[src/rtl/reg_dump_reader.sv]
// Debug read-out engine: sweeps every architectural register through one register-file read port
// and streams the captured values out over a valid/ready handshake. It never writes the file.
module reg_dump_reader #(
  parameter int unsigned NUM_REGS = 32,
  parameter int unsigned ADDR_W   = 5,
  parameter int unsigned DATA_W   = 32
) (
  input  logic              clk,
  input  logic              rstn,
  input  logic              start,
  output logic              busy,
  output logic              done,
  output logic [ADDR_W-1:0] rd_addr,
  input  logic [DATA_W-1:0] rd_data,
  output logic              dump_valid,
  input  logic              dump_ready,
  output logic [DATA_W-1:0] dump_data,
  output logic [ADDR_W-1:0] dump_idx,
  output logic              dump_last
);

  typedef enum logic [1:0] {
    StIdle,
    StRead,
    StSend,
    StDone
  } state_e;

  localparam logic [ADDR_W-1:0] LastIdx = ADDR_W'(NUM_REGS - 1);

  state_e            state_q;
  logic [ADDR_W-1:0] idx_q;
  logic              handshake;

  assign handshake = dump_valid & dump_ready;

  // Beat registers are loaded only in StRead, so later register-file writes never reach a beat
  // that is already on offer.
  always_ff @(posedge clk or negedge rstn) begin
    if (!rstn) begin
      state_q    <= StIdle;
      idx_q      <= '0;
      dump_valid <= 1'b0;
      dump_data  <= '0;
      dump_idx   <= '0;
      dump_last  <= 1'b0;
    end else begin
      case (state_q)
        StIdle: begin
          if (start) begin
            idx_q   <= '0;
            state_q <= StRead;
          end
        end
        StRead: begin
          dump_data  <= rd_data;
          dump_idx   <= idx_q;
          dump_last  <= (idx_q == LastIdx);
          dump_valid <= 1'b1;
          state_q    <= StSend;
        end
        StSend: begin
          if (handshake) begin
            dump_valid <= 1'b0;
            if (idx_q == LastIdx) begin
              dump_last <= 1'b0;
              state_q   <= StDone;
            end else begin
              idx_q   <= idx_q + ADDR_W'(1);
              state_q <= StRead;
            end
          end
        end
        StDone: begin
          state_q <= StIdle;
        end
        default: begin
          state_q <= StIdle;
        end
      endcase
    end
  end

  // Remaining outputs decode straight from state/idx; nothing depends on start or dump_ready.
  assign busy    = (state_q != StIdle);
  assign done    = (state_q == StDone);
  assign rd_addr = (state_q == StIdle) ? '0 : idx_q;

endmodule
[config.mk]
export PLATFORM = sky130hd
export DESIGN_NAME = reg_dump_reader
export DESIGN_NICKNAME = d
export VERILOG_FILES = /design/src/rtl/reg_dump_reader.sv
export SDC_FILE = /design/constraint.sdc
export NUM_CORES = 1
export LEC_CHECK = 0
export CAP_MARGIN = 20
export CORE_UTILIZATION = 40
export DETAILED_ROUTE_END_ITERATION = 16
export PLACE_DENSITY = 0.73
export SLEW_MARGIN = 25
export SYNTH_ARGS = -nofsm -noshare
export SYNTH_HDL_FRONTEND = slang
export SYNTH_SLANG_ARGS = --single-unit
[constraint.sdc]
create_clock -name clk -period 5.3 [get_ports clk]
set_input_delay 1.06 -clock clk [delete_from_list [all_inputs] [get_ports clk]]
set_output_delay 1.06 -clock clk [all_outputs]
set_load 0.005 [all_outputs]
# After elaboration in Yosys (flattened, before gate mapping)
# Cells that the tools add are included.
# word_totals
elab_cells,38
reg_bits,46
in_bits,36
mem_bits_rw,0
out_inout_bits,46
memories,0
latch_bits,0
romBits,0
# op_classes
n_eq_ne,8
bitwise,1
div_mod_pow,0
order_cmp,0
n_mul,0
shift,0
n_mux,14
reduce_logical,8
addsub,1
# ops
operator,n
$mux W5,4
$pmux W5 S2,1
$ne A2 B2 Y1 const B,4
$pmux W2 S4,1
$mux W2,3
$reduce_bool A2 Y1,3
$add A5 B1 Y5 const B,1
$eq A5 B5 Y1 const B,1
$eq A2 B2 Y1 const B,2
$pmux W1 S2,2
$reduce_and A2 Y1,2
$reduce_and A4 Y1,1
$mux W1,3
$reduce_and A3 Y1,1
$eq A2 B1 Y1 const B,1
$logic_not A2 Y1,1
$and A1 B1 Y1,1

# Depth between registers and ports, before layout
# Gate-level depths: netlist of run 1.
# logic_depth
ltp_word,4
mapped_depth,6

# Worst setup path after synthesis of run 1
# OpenSTA, ideal clock, no wires.
# synth_path
path_kind,register to output
startpoint,reg state_q[1]
endpoint,out rd_addr[0]
arrival_time_ns,0.893
stages_incl_launch_ff,4
slack_ns,3.347
cell_sequence,dfrtp_1 -> buf_2 -> nor2_1 -> nor2b_1
# synth_between
elab_chain_cells,2
# synth_rtl
element,line,rtl
"start, declared",31,state_e state_q;
"start signal, assigned",41,state_q <= StIdle;
"start signal, assigned",52,state_q <= StRead;
"start signal, assigned",60,state_q <= StSend;
$logic_not A2 Y1,87,assign rd_addr = (state_q == StIdle) ? '0 : idx_q;
$mux W5,87,
"end, declared",13,"output logic [ADDR_W-1:0] rd_addr,"
# No other way between the ends.

# Worst setup path in the final report of run 1
# layout_path
startpoint,reg state_q[1]
endpoint,out rd_addr[3]
# The elaborated chain is that of the path after synthesis.

==> results of run 1 <==
## report_power, final
| group | switching (mW) | leakage [nW] | internal [mW] |
|---|---|---|---|
| Combinational | 0.0109 | 0.808 | 0.0227 |
| Sequential | 0 | 0.465 | 0.351 |
| Clock | 0.117 | 0.0514 | 0.141 |
| Total | 0.128 | 1.32 | 0.514 |
## worst reg2reg max path: stages (launching register included)
cell and delay [ns]:
dfrtp_1 0.47, ha_1 0.27, and3_1 0.19, ha_1 0.24, nand4b_1 0.27, a21o_1 0.25, a211o_1 0.28
## through the flow
stage / setup WS (ns) / hold WS [ns]
2_1_floorplan: 3.347 / 0.4679
3_3_place_gp: 2.855 / 0.4560
3_5_place_dp: 2.781 / 0.4616
4_1_cts: 2.460 / 0.4827
5_1_grt: 2.343 / 0.5061
6_report: 2.475 / 0.4744
## final timing paths
path / start / to / slack [ns]
hold / removal: dump_data[23] / dump_data[23] / 0.47
hold reg to reg: dump_data[23] / dump_data[23] / 0.47
setup reg to reg: idx_q[0] / idx_q[2] / 3.22
max in group asynchronous: rstn / idx_q[2] / 4.16
setup / recovery: state_q[1] / rd_addr[3] / 2.48
min in group asynchronous: rstn / dump_data[5] / 0.75
## flip-flops by register name, indices dropped and copies added, names as in the netlist
name        cells
idx_q           5
dump_idx        5
dump_last       1
dump_valid      1
state_q         2
dump_data      32
## cell type report
class                           instances  area share (%)
Timing Repair Buffer                   83           28.40
Inverter                                3          0.3884
Clock inverter                          2           1.295
Multi-Input combinational cell        157           25.38
Tap cell                               54           2.331
Clock buffer                            6           2.503
Sequential cell                        46           39.71
## synthesized netlist by cell type (2+ instances only)
| cell type | instances | area (sq um) |
|---|---|---|
| dfrtp_1 | 46 | 1151 |
| o21ai_0 | 2 | 10.01 |
| ha_1 | 2 | 25.02 |
| clkbuf_1 | 2 | 7.510 |
| nand2_1 | 115 | 431.7 |
| o211a_1 | 2 | 20.02 |
| buf_2 | 7 | 35.03 |
| nor2b_1 | 7 | 43.79 |
| and4b_1 | 2 | 20.02 |
| nand4b_1 | 2 | 17.52 |
| a21oi_1 | 3 | 15.01 |
| inv_1 | 3 | 11.26 |
| nor2_1 | 5 | 18.77 |
| a221o_1 | 2 | 20.02 |
| nand2b_1 | 2 | 12.51 |
## metal layers
layer	GRT usage [%]	part of all wire [%]	vias up
met5	0	0	-
met4	4.793	0.88	0
met3	5.626	7.6	6
met2	30.61	45	68
met1	23.54	46	794
li1	-	-	854
## cells in the final DEF, fill, tap and decap left out, types with 2 or more instances in the layout
| cell | Yosys | final |
|---|---|---|
| nand4b_1 | 2 | 2 |
| nand2b_1 | 2 | 2 |
| and4b_1 | 2 | 2 |
| clkbuf_8 | 0 | 5 |
| nor2b_1 | 7 | 6 |
| inv_1 | 3 | 3 |
| ha_1 | 2 | 2 |
| nor2_1 | 5 | 5 |
| clkdlybuf4s50_1 | 0 | 80 |
| a21oi_1 | 3 | 3 |
| o211a_1 | 2 | 2 |
| a221o_1 | 2 | 2 |
| o21ai_0 | 2 | 2 |
| dfrtp_1 | 46 | 46 |
| nand2_1 | 115 | 115 |
| buf_4 | 1 | 3 |
## cells by family after synthesis
kind of cell	count (synthesis)
flip-flops	46
buffers and inverters	13
multiplexers	1
AND/OR/NAND/NOR	137
AO/OA/AOI/OAI	17
adder cells (fa/ha/maj)	2
==> flow_metrics.env, run 1 <==
export IMPL_overflow=0
export IMPL_seq_area_frac_synth_pct=59.16
export IMPL_drtIter0Drc=120
export IMPL_rsz0062_at_grt="no"
export IMPL_worstPathCellList="nor2_1 > nor2b_1 > clkdlybuf4s50_1"
export IMPL_clock_skew_ns=0.001823
export IMPL_drt_pass1_iter_count=4
export IMPL_place_congestion=0.7523
export IMPL_nFillCells=417
export IMPL_ant_nets=0
export IMPL_dieWidth_um=71.74
export IMPL_slew_headroom_pct=51.17
export IMPL_worst_path_max_fanout=16
export IMPL_crit_type="reg -> out"
export IMPL_clk_transition_reported_paths_ns=0.08
export IMPL_htreeDepth=2
export IMPL_cp_data_arrival_time_ns=1.76
export IMPL_synthesis_nets=254
export IMPL_worst_pin_slew_ns=0.7291
export IMPL_grt_use_total_pct=18.44
export IMPL_synth_compound_area_share_pct=6.688
export IMPL_die_area_sq_um=5147
export IMPL_antenna_found_initial=0
export IMPL_core_area_sq_um=4692
export IMPL_clkSinkCount=46
export IMPL_yosys_area_share_simple_pct=29.20
export IMPL_wire_per_inst_um=12.36
export IMPL_cts_resized_gates=0
export IMPL_cp_slowest_cell="dfrtp_1"
export IMPL_final_nets=334
export IMPL_async_flop_share_pct=100.0
export IMPL_vias_per_cell=4.906
export IMPL_dpl_cell_area_sq_um=2786
export IMPL_cp_num_buf_inv=1
export IMPL_hpwlAfterDp_mm=2.929
export IMPL_drt_total_wl_mm=4.340
export IMPL_cp_end_kind="primary output"
export IMPL_ctsLongestPathBuffers=2
export IMPL_dp_cells=343
export IMPL_final_period_utilization_pct=53.30
export IMPL_cts_tree="done"
export IMPL_min_path_cells=2
export IMPL_num_rows=25
export IMPL_fin_total_pwr_mw=0.6418
export IMPL_fin_tns_setup_ns=0
export IMPL_synthMuxAreaShare_pct=0.5145
export IMPL_area_delta_synth_final_pct=49.00
export IMPL_start_util_pct=41.47
export IMPL_final_max_slew_viol_count=0
export IMPL_crit_required_ns=4.24
export IMPL_synthAdderAreaFrac_pct=1.286
export IMPL_ys_dominant_reg_cell="dfrtp_1"
export IMPL_post_route_cell_area_sq_um=2899
export IMPL_leakage_nw=1.324
export IMPL_finalSetupViolations=0
export IMPL_grt_pass1_wl_mm=7.458
export IMPL_yosys_warnings=0
export IMPL_grt_max_degree=47
export IMPL_fmax_mhz=354.0
export IMPL_hold_violations=0
export IMPL_postLayoutCoreUtil_pct=61.79
export IMPL_drv_cap=0
export IMPL_syn_inst=216
export IMPL_grt_pass1_vias=1606
export IMPL_fin_crit_ns=2.825
export IMPL_cpLargestDelayFamily="flip-flops"
export IMPL_ir_drop_v=0.0001045
export IMPL_diodes=0
export IMPL_r2r_cells=6
export IMPL_stdcell_count=351
export IMPL_syn_area_per_cell_sq_um=9.007
export IMPL_hp_class="reg -> reg"
export IMPL_seqCellArea_sq_um=1151
export IMPL_drive_gt1_share_pct=4.040
export IMPL_start_kind="flip-flop"
export IMPL_clock_latency_ns=0.29
export IMPL_post_cts_setup_buffer_count=0
export IMPL_clockRootBuffer="clkbuf_8"
export IMPL_cts_buffers=5
export IMPL_worst_path_stages=3
export IMPL_cp_slowest_stage_delay_ns=0.62
export IMPL_outcome="finished, final reports clean"
export IMPL_yosys_cell_types_count=29
export IMPL_drc_errors=0
export IMPL_multi_input_area_sq_um=735.7
export IMPL_synth_area_sq_um=1946
export IMPL_die_y_um=71.74
export IMPL_vias=1722
export IMPL_portBuffers=81
export IMPL_io_pins=82
export IMPL_power_density_nw_per_um2=221.4
export IMPL_ctsHoldBuffers=0
export IMPL_synth_seq_cells=46
export IMPL_synth_top_family_by_area="simple AND/OR/NAND/NOR gates"
export IMPL_synth_enable_flop_cells=0
export IMPL_synthXorXnorAreaFrac_pct=0
Power figures use the tool's default switching activity.
==> run 2, diff against run 1 <==
==> constraint.sdc (replaced) <==
create_clock -name clk -period 2.6 [get_ports clk]
set_input_delay 0.52 -clock clk [delete_from_list [all_inputs] [get_ports clk]]
set_output_delay 0.52 -clock clk [all_outputs]
set_load 0.005 [all_outputs]
==> run 2 against run 1 <==
  * Critical path depth unchanged
  * Clock-buffer cell count unchanged
  * Cell count is 0.57% higher
  * Register-to-register slack worse by 2.7 ns
  * Sequential power increased by 100%
  * Utilization fell by 0.21 points
  * Via count decreased by 2.1%
  * Setup slack lost 2.2 ns
  * Flip-flop and latch count did not move
  * Clock power increased by 59%
  * Clock skew up 0.0020 ns
  * Critical path type unchanged
  * Critical endpoint is now rd_addr[2]
  * Highest routed layer unchanged
==> flow_metrics.env, run 2 (synthesized netlist as in run 1, its figures left out) <==
export IMPL_routed_wl_met3_um=252
export IMPL_top_layer_used="met4"
export IMPL_final_common_cell="nand2_1"
export IMPL_cts_resized_gates=0
export IMPL_vias_per_cell=4.773
export IMPL_io_pins=82
export IMPL_final_nets=337
export IMPL_antenna_found_initial=0
export IMPL_cp_slowest_cell="dfrtp_1"
export IMPL_cts_buffers=5
export IMPL_drt_total_wl_mm=4.472
export IMPL_ctsHoldBuffers=0
export IMPL_cp_slowest_stage_delay_ns=0.62
export IMPL_regMostFlops="dump_data"
export IMPL_ir_drop_v=0.0002599
export IMPL_stdcell_count=353
export IMPL_cp_num_buf_inv=1
export IMPL_hold_violations=0
export IMPL_fin_tns_setup_ns=0
export IMPL_grt_pass1_wl_mm=7.458
export IMPL_rsz0062_at_grt="no"
export IMPL_dp_cells=346
export IMPL_num_rows=25
export IMPL_whs_ns=0.2662
export IMPL_crit_required_ns=2.08
export IMPL_die_y_um=71.74
export IMPL_drt_pass1_iter_count=4
export IMPL_crit_type="reg -> out"
export IMPL_start_util_pct=41.47
export IMPL_area_delta_synth_final_pct=48.49
export IMPL_final_period_utilization_pct=88.23
export IMPL_drtIter0Drc=79
export IMPL_seqCellArea_sq_um=1151
export IMPL_worstPathCellList="nor2_1 > nor2b_1 > clkdlybuf4s50_1"
export IMPL_portBuffers=81
export IMPL_hpwlAfterDp_mm=3.136
export IMPL_post_cts_setup_buffer_count=0
export IMPL_cpLargestDelayFamily="flip-flops"
export IMPL_cts_tree="done"
export IMPL_htreeDepth=2
export IMPL_grt_use_total_pct=18.65
export IMPL_dieWidth_um=71.74
export IMPL_postLayoutCoreUtil_pct=61.57
export IMPL_power_density_nw_per_um2=414.2
export IMPL_cp_data_arrival_time_ns=1.77
export IMPL_drive_gt1_share_pct=4.682
export IMPL_wire_per_inst_um=12.67
export IMPL_route_met2_wl_mm=2.059
export IMPL_final_max_slew_viol_count=0
export IMPL_reg2reg_to="idx_q[2]"
export IMPL_mostFrequentLayoutCells="nand2_1, clkdlybuf4s50_1, dfrtp_1"
export IMPL_core_area_sq_um=4692
export IMPL_clk_transition_reported_paths_ns=0.08
export IMPL_clkSinkCount=46
export IMPL_leakage_nw=1.324
export IMPL_fmax_mhz=435.9
export IMPL_reg2reg_slack_ns=0.51
export IMPL_finalSetupViolations=0
export IMPL_clock_latency_ns=0.29
export IMPL_vias=1685
export IMPL_fin_crit_ns=2.294
export IMPL_drc_errors=0
export IMPL_overflow=0
export IMPL_nFillCells=440
export IMPL_slew_headroom_pct=53.95
export IMPL_worst_path_max_fanout=16
export IMPL_largest_register_ffs=32
export IMPL_r2r_cells=6
export IMPL_place_congestion=0.8494
export IMPL_start_kind="flip-flop"
export IMPL_ctsLongestPathBuffers=2
export IMPL_worst_pin_slew_ns=0.6908
export IMPL_multi_input_area_sq_um=735.7
export IMPL_grt_pass1_vias=1608
export IMPL_hp_class="in -> async"
export IMPL_clockRootBuffer="clkbuf_8"
export IMPL_post_route_cell_area_sq_um=2889
export IMPL_cp_end_kind="primary output"
export IMPL_reg_top3="dump_data (32), dump_idx (5), idx_q (5)"
export IMPL_drv_cap=0
export IMPL_ant_nets=0
export IMPL_worstReg2RegStart="idx_q[0]"
export IMPL_dpl_cell_area_sq_um=2809
export IMPL_routedLengthMet1_mm=2.094
export IMPL_diodes=0
export IMPL_clock_skew_ns=0.003777
export IMPL_outcome="finished, final reports clean"
export IMPL_die_area_sq_um=5147
export IMPL_grt_max_degree=38
-- run 2: cell type report --
cell class | count | share of cell area, %
clock buffer | 6 | 2.512
timing repair buffer | 86 | 29.19
clock inverter | 1 | 0.2599
inverter | 3 | 0.3898
multi-input combinational | 157 | 25.47
sequential | 46 | 39.84
tap | 54 | 2.339
-- run 2: worst max-delay path by stage --
stage                           from    endpoint  slack (ns)  depth (start not counted)
after CTS                 state_q[1]  rd_addr[2]        0.29                          3
after global placement      idx_q[0]    idx_q[2]        0.62                          6
after floorplan             idx_q[0]    idx_q[2]        0.74                          6
after global routing      state_q[1]  rd_addr[2]        0.13                          3
after detailed placement    idx_q[0]    idx_q[2]        0.55                          6
final                     state_q[1]  rd_addr[2]        0.31                          3
-- run 2: where the power goes --
| part | switching [mW] | internal (mW) | total (mW) | leakage, nW |
|---|---|---|---|---|
| clock network | 0.227 | 0.184 | 0.411 | 0.0373 |
| registers | 0 | 0.715 | 0.715 | 0.465 |
| logic | 0.0234 | 0.0478 | 0.0712 | 0.822 |
| total | 0.250 | 0.947 | 1.20 | 1.32 |
-- run 2: layer usage --
layer	track usage (%)	up-vias
met4	6.318	0
met5	0	-
li1	-	848
met1	24.66	769
met2	29.98	60
met3	4.782	8
-- run 2: worst register-to-register path: stages, from the launching register on --
cell and delay [ns]:
dfrtp_1 0.46, ha_1 0.27, and3_1 0.19, ha_1 0.23, nand4b_1 0.29, a21o_1 0.25, a211o_1 0.29
-- run 2: stage by stage --
stage	setup slack (ns)	power, mW
2_1_floorplan	0.7391	0.7312
3_3_place_gp	0.6233	0.8012
3_5_place_dp	0.5469	0.8014
4_1_cts	0.2885	1.219
5_1_grt	0.1311	1.249
6_report	0.3060	1.197
